<file path="src/rtl/div_sequencer_if.sv">
// rtl/div_sequencer_if.sv - request/response bundle between execute stage and div_sequencer
//
// Purpose: groups the divide request handshake and the registered response.
//   master : execute stage (drives the request, receives the response)
//   slave  : div_sequencer (accepts the request, drives the response)
// Signals:
//   req_valid        request present
//   req_op[1:0]      funct3[1:0]: 00 DIV, 01 DIVU, 10 REM, 11 REMU
//   req_a, req_b     dividend / divisor
//   req_ready        request accepted this cycle
//   resp_valid       one-cycle result pulse
//   resp_data        quotient or remainder
//   resp_div_by_zero divisor was zero
//   resp_overflow    signed overflow (0x80000000 / -1)
interface div_sequencer_if;
  logic        req_valid;
  logic [1:0]  req_op;
  logic [31:0] req_a;
  logic [31:0] req_b;
  logic        req_ready;
  logic        resp_valid;
  logic [31:0] resp_data;
  logic        resp_div_by_zero;
  logic        resp_overflow;

  modport master (
    output req_valid, req_op, req_a, req_b,
    input  req_ready, resp_valid, resp_data, resp_div_by_zero, resp_overflow
  );

  modport slave (
    input  req_valid, req_op, req_a, req_b,
    output req_ready, resp_valid, resp_data, resp_div_by_zero, resp_overflow
  );
endinterface

</file>
<file path="src/rtl/div_sequencer.sv">
// rtl/div_sequencer.sv - execute-stage front end for the long-division divider
//
// Purpose: accepts DIV/DIVU/REM/REMU requests, drives the divider with operands
// held stable for the whole operation, and returns the selected quotient or
// remainder through registered response flops. A one-entry cache lets a DIV/REM
// pair on identical operands finish without a second division.
// Ports:
//   clk, rst        clock, synchronous active-high reset
//   req_if (slave)  request handshake and response (see div_sequencer_if)
//   flush           pipeline flush, cancels the in-flight request
//   div_en          one-cycle start pulse to the divider
//   div_is_signed   signed operation, held from ISSUE until div_ready
//   div_a, div_b    dividend / divisor, held from ISSUE until div_ready
//   div_q, div_r    divider quotient / remainder
//   div_ready       divider result pulse
//   div_by_zero     divider flag: divisor was zero
//   div_overflow    divider flag: signed overflow
module div_sequencer #(
  parameter bit CACHE_EN = 1'b1
) (
  input  logic               clk,
  input  logic               rst,
  div_sequencer_if.slave     req_if,
  input  logic               flush,
  output logic               div_en,
  output logic               div_is_signed,
  output logic [31:0]        div_a,
  output logic [31:0]        div_b,
  input  logic [31:0]        div_q,
  input  logic [31:0]        div_r,
  input  logic               div_ready,
  input  logic               div_by_zero,
  input  logic               div_overflow
);

  typedef enum logic [2:0] {
    S_IDLE  = 3'd0,
    S_ISSUE = 3'd1,
    S_WAIT  = 3'd2,
    S_DRAIN = 3'd3,
    S_RESP  = 3'd4
  } state_e;

  state_e      state_q, state_d;

  // Operand registers: the only source of the divider inputs.
  logic [31:0] op_a_q, op_a_d;
  logic [31:0] op_b_q, op_b_d;
  logic        op_signed_q, op_signed_d;
  logic        op_rem_q, op_rem_d;

  // One-entry result cache; is_signed is part of the tag.
  logic        cache_vld_q, cache_vld_d;
  logic [31:0] cache_a_q, cache_a_d;
  logic [31:0] cache_b_q, cache_b_d;
  logic        cache_signed_q, cache_signed_d;
  logic [31:0] cache_quo_q, cache_quo_d;
  logic [31:0] cache_rem_q, cache_rem_d;
  logic        cache_dz_q, cache_dz_d;
  logic        cache_ov_q, cache_ov_d;

  // Response registers hold their value until the next RESP.
  logic [31:0] resp_data_q, resp_data_d;
  logic        resp_dz_q, resp_dz_d;
  logic        resp_ov_q, resp_ov_d;

  logic        accept;
  logic        cache_hit;
  logic        capture;

  assign accept    = req_if.req_valid & (state_q == S_IDLE) & ~flush;
  assign cache_hit = CACHE_EN & cache_vld_q
                   & (cache_a_q == req_if.req_a)
                   & (cache_b_q == req_if.req_b)
                   & (cache_signed_q == ~req_if.req_op[0]);
  // A flush coinciding with div_ready wins: nothing is captured.
  assign capture   = (state_q == S_WAIT) & div_ready & ~flush;

  // State and datapath registers
  always_ff @(posedge clk) begin
    if (rst) begin
      state_q        <= S_IDLE;
      op_a_q         <= '0;
      op_b_q         <= '0;
      op_signed_q    <= 1'b0;
      op_rem_q       <= 1'b0;
      cache_vld_q    <= 1'b0;
      cache_a_q      <= '0;
      cache_b_q      <= '0;
      cache_signed_q <= 1'b0;
      cache_quo_q    <= '0;
      cache_rem_q    <= '0;
      cache_dz_q     <= 1'b0;
      cache_ov_q     <= 1'b0;
      resp_data_q    <= '0;
      resp_dz_q      <= 1'b0;
      resp_ov_q      <= 1'b0;
    end else begin
      state_q        <= state_d;
      op_a_q         <= op_a_d;
      op_b_q         <= op_b_d;
      op_signed_q    <= op_signed_d;
      op_rem_q       <= op_rem_d;
      cache_vld_q    <= cache_vld_d;
      cache_a_q      <= cache_a_d;
      cache_b_q      <= cache_b_d;
      cache_signed_q <= cache_signed_d;
      cache_quo_q    <= cache_quo_d;
      cache_rem_q    <= cache_rem_d;
      cache_dz_q     <= cache_dz_d;
      cache_ov_q     <= cache_ov_d;
      resp_data_q    <= resp_data_d;
      resp_dz_q      <= resp_dz_d;
      resp_ov_q      <= resp_ov_d;
    end
  end

  // Next-state logic
  always_comb begin
    state_d = state_q;
    unique case (state_q)
      S_IDLE:  if (accept) state_d = cache_hit ? S_RESP : S_ISSUE;
      S_ISSUE: state_d = flush ? S_DRAIN : S_WAIT;
      S_WAIT: begin
        if (flush)          state_d = S_DRAIN;
        else if (div_ready) state_d = S_RESP;
      end
      // The divider cannot be aborted, so its late result is swallowed here.
      S_DRAIN: if (div_ready) state_d = S_IDLE;
      S_RESP:  state_d = S_IDLE;
      default: state_d = S_IDLE;
    endcase
  end

  // Datapath next values
  always_comb begin
    op_a_d         = op_a_q;
    op_b_d         = op_b_q;
    op_signed_d    = op_signed_q;
    op_rem_d       = op_rem_q;
    cache_vld_d    = cache_vld_q;
    cache_a_d      = cache_a_q;
    cache_b_d      = cache_b_q;
    cache_signed_d = cache_signed_q;
    cache_quo_d    = cache_quo_q;
    cache_rem_d    = cache_rem_q;
    cache_dz_d     = cache_dz_q;
    cache_ov_d     = cache_ov_q;
    resp_data_d    = resp_data_q;
    resp_dz_d      = resp_dz_q;
    resp_ov_d      = resp_ov_q;

    if (accept) begin
      op_a_d      = req_if.req_a;
      op_b_d      = req_if.req_b;
      op_signed_d = ~req_if.req_op[0];
      op_rem_d    = req_if.req_op[1];
      if (cache_hit) begin
        resp_data_d = req_if.req_op[1] ? cache_rem_q : cache_quo_q;
        resp_dz_d   = cache_dz_q;
        resp_ov_d   = cache_ov_q;
      end
    end

    if (capture) begin
      resp_data_d    = op_rem_q ? div_r : div_q;
      resp_dz_d      = div_by_zero;
      resp_ov_d      = div_overflow;
      cache_vld_d    = 1'b1;
      cache_a_d      = op_a_q;
      cache_b_d      = op_b_q;
      cache_signed_d = op_signed_q;
      cache_quo_d    = div_q;
      cache_rem_d    = div_r;
      cache_dz_d     = div_by_zero;
      cache_ov_d     = div_overflow;
    end

    if (flush) cache_vld_d = 1'b0;
  end

  // Outputs
  always_comb begin
    req_if.req_ready        = (state_q == S_IDLE) & ~rst;
    req_if.resp_valid       = (state_q == S_RESP) & ~flush;
    req_if.resp_data        = resp_data_q;
    req_if.resp_div_by_zero = resp_dz_q;
    req_if.resp_overflow    = resp_ov_q;
    div_en                  = (state_q == S_ISSUE);
    div_is_signed           = op_signed_q;
    div_a                   = op_a_q;
    div_b                   = op_b_q;
  end

endmodule

</file>
<file path="src/flat_wrapper.sv">
// flat-port wrapper written by rule: the top's interface ports become plain ports
module div_sequencer_flat 
#(
  parameter bit CACHE_EN = 1'b1
)
  (clk, rst, flush, div_en, div_is_signed, div_a, div_b, div_q, div_r, div_ready, div_by_zero, div_overflow, req_if_req_valid, req_if_req_op, req_if_req_a, req_if_req_b, req_if_req_ready, req_if_resp_valid, req_if_resp_data, req_if_resp_div_by_zero, req_if_resp_overflow);
  div_sequencer_if req_if_i ();
  input  logic clk;
  input  logic rst;
  input  logic flush;
  output logic div_en;
  output logic div_is_signed;
  output logic [31:0] div_a;
  output logic [31:0] div_b;
  input  logic [31:0] div_q;
  input  logic [31:0] div_r;
  input  logic div_ready;
  input  logic div_by_zero;
  input  logic div_overflow;
  input wire logic [$bits(req_if_i.req_valid)-1:0] req_if_req_valid;
  input wire logic [$bits(req_if_i.req_op)-1:0] req_if_req_op;
  input wire logic [$bits(req_if_i.req_a)-1:0] req_if_req_a;
  input wire logic [$bits(req_if_i.req_b)-1:0] req_if_req_b;
  output wire logic [$bits(req_if_i.req_ready)-1:0] req_if_req_ready;
  output wire logic [$bits(req_if_i.resp_valid)-1:0] req_if_resp_valid;
  output wire logic [$bits(req_if_i.resp_data)-1:0] req_if_resp_data;
  output wire logic [$bits(req_if_i.resp_div_by_zero)-1:0] req_if_resp_div_by_zero;
  output wire logic [$bits(req_if_i.resp_overflow)-1:0] req_if_resp_overflow;
  assign req_if_i.req_valid = req_if_req_valid;
  assign req_if_i.req_op = req_if_req_op;
  assign req_if_i.req_a = req_if_req_a;
  assign req_if_i.req_b = req_if_req_b;
  assign req_if_req_ready = req_if_i.req_ready;
  assign req_if_resp_valid = req_if_i.resp_valid;
  assign req_if_resp_data = req_if_i.resp_data;
  assign req_if_resp_div_by_zero = req_if_i.resp_div_by_zero;
  assign req_if_resp_overflow = req_if_i.resp_overflow;
  div_sequencer #(.CACHE_EN(CACHE_EN)) u_core (.clk(clk), .rst(rst), .req_if(req_if_i), .flush(flush), .div_en(div_en), .div_is_signed(div_is_signed), .div_a(div_a), .div_b(div_b), .div_q(div_q), .div_r(div_r), .div_ready(div_ready), .div_by_zero(div_by_zero), .div_overflow(div_overflow));
endmodule
</file>
<file path="config.mk">
export PLATFORM = sky130hd
export DESIGN_NAME = div_sequencer_flat
export DESIGN_NICKNAME = d
export VERILOG_FILES = /design/src/rtl/div_sequencer_if.sv /design/src/rtl/div_sequencer.sv /design/src/flat_wrapper.sv
export SDC_FILE = /design/constraint.sdc
export NUM_CORES = 1
export LEC_CHECK = 0
export ABC_AREA = 1
export CORE_UTILIZATION = 30
export CTS_BUF_LIST = sky130_fd_sc_hd__clkbuf_4
export DETAILED_ROUTE_END_ITERATION = 7
export SYNTH_ARGS = -nofsm -noshare
export SYNTH_HDL_FRONTEND = slang
export SYNTH_SLANG_ARGS = --single-unit
</file>
<file path="constraint.sdc">
create_clock -name clk -period 2.5 [get_ports clk]
set_clock_uncertainty 0.2 [all_clocks]
set_input_delay 0.375 -clock clk [delete_from_list [all_inputs] [get_ports clk]]
set_output_delay 0.375 -clock clk [all_outputs]
set_load 0.05 [all_outputs]
</file>
==> impl_results.md, run 1 <==
* Hold Crit Depth at 3
* Pre-CTS setup slack at -0.136 ns
* Die Wd at 187 um
* Synth-to-Final Area Change at 38.9%
* DR vias at 10300
* Post-DP HPWL at 21100 um
* Commonest non-fill, non-tap cell in the layout: nand2_1
* TritonCTS clock tree: yes
* Worst Hold End: u_core.cache_rem_q[6]$_SDFFE_PP0P_
* Pwr/cell area at 777 nW/um2
* Reg2Reg Setup Slack at 0.47 ns
* Syn Inst Count at 1494
* Most frequent cells in the layout: nand2_1, a21oi_1, dfxtp_1
* Initial DRC count at 357
* Wire length per cell at 13.9 um
* Path type of the worst min-delay path: input pin to register
* Maximum VDD drop at 0.382 mV
* Fmax at 413 MHz
* IO Pins at 239
* Worst Setup End Kind: primary output
* Core ar. at 33500 um2
* Cell Chain, Critical Path: clkdlybuf4s50_1
* Final max-slew violation count at 0
* First-pass GRT wire length at 51000 um
* Vias in the first global route at 9970
* Num Clock Sinks at 235
* Outcome: complete, no violations
* Element type at the critical path start: register
* Synth warnings at 0
* Clk slew on worst S/H paths at 0.06 ns
* Hold Crit Start: div_r[6]
* Sequential fraction of the synthesis area at 45.9%
* Max-cap violations at 0
* Worst path slowest cell: clkdlybuf4s50_1
* Syn Nets at 1631
* Final worst path period need at 2.42 ns
* Setup_tns at 0 ns
* Setup CP Type: register to primary output
* Total CTS buffers at 71
* Final setup margin at 0.0797 ns
* Reg2Reg Capture Point: u_core.req_if.resp_data[22]$_SDFFE_PP0P_
* Die ar. at 34900 um2
* Leak pwr at 6.20 nW
* H-tree levels at 3
* Crit-path max cell delay at 0.83 ns
* Post-synthesis cell type count at 33
* R2R cell count at 13
* Final setup vio count at 0
* Clk buf depth at 3
* Share of layout cells above drive strength 1 at 10.5%
* #FFs+latches synth at 235
* CTS root buf: clkbuf_4
* Final Cycle Share at 96.8%
* CP top delay family: buffers and inverters
* Effective utilization at floorplan at 30.5%
* Height of the chip at 187 um
* RSZ-0062 raised after global routing: false
* Worst-path fanout max at 3
* Rel. slew slack at 48.4%
* Post-DRT Antenna Nets at 0
* Post-Syn Area at 10200 um2
* Port-buffer cells at 238
* Final wirelength at 31400 um
* WP data arrival at 1.85 ns
* Total Nets Final at 1899
* CP Buf/Inv Count at 1
* Final hold violations at 0
* GRT overflow at 0
* DR vias/cell at 4.58
* Worst-Skew Late Latency at 0.67 ns
* # rows at 67
* Post-CTS setup buffer count at 0
* DRC viols at 0
* Initial antenna violation count at 3
* Worst Tran Pin Value at 0.774 ns
* Worst R2R Start: u_core.cache_b_q[27]$_SDFFE_PP0P_
* Average cell area after synthesis at 6.86 um2
* Largest net degree at the start of global routing at 66
* GRT Util Overall at 18.1%
* DRT Pass-1 Iters at 5
* Gpl congestion at 0.779
* CP Data Required Time at 1.92 ns
-- worst max-delay path by stage --
stage                                              from                                  endpoint  depth (start not counted)
3_5_place_dp                           req_if_req_b[24]  u_core.req_if.resp_data[22]$_SDFFE_PP0P_                         15
6_report                  u_core.div_a[23]$_SDFFE_PP0P_                                 div_a[23]                          1
5_1_grt                   u_core.div_a[23]$_SDFFE_PP0P_                                 div_a[23]                          1
2_1_floorplan            u_core.state_q[0]$_SDFFE_PP0P_            u_core.state_q[0]$_SDFFE_PP0P_                          8
4_1_cts        u_core.req_if.resp_data[30]$_SDFFE_PP0P_                      req_if_resp_data[30]                          1
3_3_place_gp                           req_if_req_b[24]  u_core.req_if.resp_data[30]$_SDFFE_PP0P_                         15
-- flip-flops by register name, summed over array words and instances (netlist names), 3 cells and up --
| signal | count |
|---|---|
| u_core.cache_b_q | 32 |
| u_core.state_q | 3 |
| u_core.div_a | 32 |
| u_core.div_b | 32 |
| u_core.req_if.resp_data | 32 |
| u_core.cache_rem_q | 32 |
| u_core.cache_a_q | 32 |
| u_core.cache_quo_q | 32 |
-- power by group --
group | switching (W) | total (W) | internal, W
registers | 0.000220 | 0.00436 | 0.00414
logic | 0.00204 | 0.00311 | 0.00107
clock network | 0.00164 | 0.00359 | 0.00195
total | 0.00390 | 0.0111 | 0.00716
-- metal layers --
metal,share of wire [%],track usage (%),vias to the layer above
met5,0.089,0,-
met2,44,28.4,313
met4,1.5,5.55,4
met1,45,22.4,4602
li1,-,-,5335
met3,9.2,7.41,46
-- cell families after synthesis --
group | synth area share, %
muxes | 0.195
DFF | 45.9
xor gates and xnor gates | 1.20
AOI/OAI and AO/OA | 21.0
buffers and inverters | 9.38
and+or+nand+nor | 22.3
-- Yosys cell counts --
cell,n,area [um2]
a211oi_1,1,7.51
a21oi_1,262,1310
a31oi_1,1,6.26
buf_1,4,15.0
buf_2,23,115
buf_4,5,37.5
buf_6,1,11.3
buf_8,3,45.0
clkbuf_1,60,225
clkinv_2,1,5.00
dfxtp_1,235,4700
inv_1,120,450
inv_2,15,56.3
mux2i_1,2,20.0
nand2_1,454,1700
nand2_4,1,11.3
nand3_1,5,25.0
nand3_4,1,17.5
nand3b_1,2,15.0
nand4_1,5,31.3
nand4_4,1,21.3
nor2_1,104,390
nor2_2,1,6.26
nor2_4,1,11.3
nor3_1,2,10.0
nor4_2,1,12.5
o21a_1,1,7.51
o21ai_0,162,811
o21ai_1,2,10.0
or2_0,1,6.26
or2_2,3,18.8
xnor2_1,12,105
xor2_1,2,17.5
-- timing repair --
item	in CTS	in global routing
endpoints found under the setup margin	31	33
endpoints found under the hold margin	18	0
pin swaps	0	0
gates resized for setup	31	33
hold buffers	1	0
-- area by class of cell --
type	instances	area, um2
flip-flops and latches	235	4700
inverters	136	514
well taps	448	561
fillers	3496	19300
clock buffers	102	766
repair buffers	291	3020
diodes	1	2.50
multi-input cells	1027	4580
clock inverters	11	70.1
-- per-stage QoR --
step                power, W  std cells  hold slack, ns  util (%)  area (um2)
floorplan            0.00641       1494           0.224         -       10200
global placement     0.00759       2136           0.234      39.8       13300
detailed placement   0.00762       2136           0.238      39.8       13300
CTS                   0.0113       2250        0.000473      42.2       14100
global route          0.0118       2251          0.0387      42.4       14200
finish                0.0111       2251          0.0898      42.4       14200
(Power assumes the default switching activity.)
==> run 2, diff against run 1 <==
Settings changed: CAP_MARGIN set to 20, CORE_UTILIZATION 30 to 55, PLACE_DENSITY set to 0.87.
==> run 2 against run 1 <==
The flow now finishes with violations (DRC). Sequential cell count is the same. Cell count shrank 11%. Register-to-register slack lost 0.09 ns. First-iteration DRC count grew 120%. Final area shrank 4.4%. Combinational power is essentially flat. Sequential power is essentially flat. Clock power shrank 13%. Worst setup slack lost 0.020 ns. Critical path depth is the same.
==> impl_results.md, run 2 (synthesized netlist as in run 1, its figures left out) <==
* Outcome: finished, violations left
* Failing checks: DRC
* Final worst path period need at 2.44 ns (+0.0200 ns)
* Maximum VDD drop at 0.581 mV (+52%)
* Core ar. at 18100 um2 (-46%)
* Final setup vio count at 0 (unchanged)
* Final hold violations at 0 (unchanged)
* Setup CP Type: register to primary output
* Total Nets Final at 1867 (-1.7%)
* RSZ-0062 raised after global routing: false
* Worst-path fanout max at 3 (unchanged)
* CP Buf/Inv Count at 1 (unchanged)
* Path type of the worst min-delay path: input pin to register
* Effective utilization at floorplan at 56.6% (+26 points)
* DRT Pass-1 Iters at 8 (+3)
* Leak pwr at 5.51 nW (-11%)
* CP top delay family: buffers and inverters
* CTS root buf: clkbuf_4
* Worst Setup End Kind: primary output
* Post-CTS setup buffer count at 0 (unchanged)
* GRT overflow at 0 (unchanged)
* Port-buffer cells at 238 (unchanged)
* WP data arrival at 1.87 ns (+0.02 ns)
* Height of the chip at 138 um (-26%)
* Most frequent cells in the layout: nand2_1, a21oi_1, dfxtp_1
* DR vias/cell at 5.26 (+15%)
* First-pass GRT wire length at 47200 um (-7.4%)
* TritonCTS clock tree: yes
* H-tree levels at 2 (-1)
* Commonest non-fill, non-tap cell in the layout: nand2_1
* Max-cap violations at 0 (unchanged)
* Initial DRC count at 794 (+120%)
* # rows at 49 (-27%)
* Gpl congestion at 0.851 (+9.4%)
* Total chip power at 0.0106 W (-4.3%)
* Initial antenna violation count at 2 (-1)
* Share of layout cells above drive strength 1 at 8.56% (-2.0 points)
* Total CTS buffers at 60 (-15%)
* Final max-slew violation count at 0 (unchanged)
* DR vias at 10554 (+2.5%)
* Worst path slowest cell: clkdlybuf4s50_1
* Vias in the first global route at 10129 (+1.6%)
* Post-DP HPWL at 19700 um (-6.6%)
* Final Cycle Share at 97.6% (+0.80 points)
* Die ar. at 19200 um2 (-45%)
* Rel. slew slack at 54.1% (+5.6 points)
* IO Pins at 239 (unchanged)
* Pwr/cell area at 778 nW/um2 (about the same)
* Synth-to-Final Area Change at 32.8%
* Wire length per cell at 14.6 um (+4.4%)
* DRC viols at 31 (+31)
* Worst Tran Pin Value at 0.689 ns (-0.0846 ns)
* Final wirelength at 29200 um (-7.0%)
* Crit-path max cell delay at 0.85 ns (+0.02 ns)
* Finished Core Util at 75.2% (+33 points)
* Worst-Skew Late Latency at 0.67 ns (about the same)
* GRT Util Overall at 29.9% (+12 points)
* Post-DRT Antenna Nets at 0 (unchanged)
* Cell Chain, Critical Path: clkdlybuf4s50_1
* Clk buf depth at 3 (unchanged)
* Largest net degree at the start of global routing at 139 (+110%)
* Post-route cell area at 13600 um2 (-4.4%)
* CP Data Required Time at 1.92 ns (about the same)
* Clk slew on worst S/H paths at 0.06 ns (about the same)
* Die Wd at 138 um (-26%)
* Placed cell area at 12800 um2 (-3.7%)
* Fmax at 410 MHz (-0.82%)
* Element type at the critical path start: register
* Num Clock Sinks at 235 (unchanged)
-- run 2: cell count changes in the layout (fill, tap and decap cells not counted), moves of 5 or more --
cell	before	now
clkdlybuf4s50_1	169	218
dlygate4sd2_1	31	4
dlymetal6s2s_1	33	11
buf_4	39	22
clkbuf_4	102	87
clkinv_1	7	18
buf_12	17	12
-- run 2: timing repair --
action                                 in CTS  in global routing
hold buffers                                1                  0
gates resized for setup                     4                 11
setup endpoints to repair                   4                 11
gates cloned                                0                  0
endpoints found under the hold margin      28                  0
-- run 2: final cells by class --
class                   instances  area, um2
flip-flops and latches        235       4700
inverters                     136        514
well taps                     229        287
repair buffers                270       2780
multi-input cells            1027       4580
clock buffers                  87        653
clock inverters                20       77.6
fillers                      1368       4480
diodes                          2       5.00
-- run 2: worst paths after layout --
path         slack, ns                                  endpoint  depth (start not counted)                           startpoint
max               0.06                                 div_b[30]                          1        u_core.div_b[30]$_SDFFE_PP0P_
min               0.09              u_core.op_rem_q$_SDFFE_PP0P_                          3                     req_if_req_op[1]
max reg2reg       0.38  u_core.req_if.resp_data[22]$_SDFFE_PP0P_                         12    u_core.cache_a_q[12]$_SDFFE_PP0P_
min reg2reg       0.25       u_core.cache_quo_q[25]$_SDFFE_PP0P_                          2  u_core.cache_quo_q[25]$_SDFFE_PP0P_
-- run 2: layer usage --
layer  track usage (%)  share of wire, %  wire length, um
met2              49.0                47            13600
met3              8.38               8.5             2470
met5                 0                 0                0
met1              36.1                41            12000
met4              14.8               3.9             1150
-- run 2: metrics by stage --
| step | hold slack, ns | setup TNS [ns] | cells | worst slack (ns) |
|---|---|---|---|---|
| final | 0.0861 | 0 | 2006 | 0.0597 |
| after global routing | 0.0719 | 0 | 2006 | 0.000861 |
| after detailed placement | 0.241 | -4.51 | 1896 | -0.171 |
| after CTS | 0.0382 | 0 | 2004 | 0.00499 |
| after global placement | 0.232 | -3.06 | 1896 | -0.121 |
| after floorplan | 0.224 | 0 | 1494 | 0.176 |
-- run 2: power breakdown --
part / total (W) / switching (W) / leakage (nW) / internal (W)
registers: 0.00437 / 0.000232 / 1.91 / 0.00414
clock network: 0.00312 / 0.00153 / 0.436 / 0.00159
logic: 0.00309 / 0.00203 / 3.17 / 0.00106
total: 0.0106 / 0.00379 / 5.51 / 0.00679
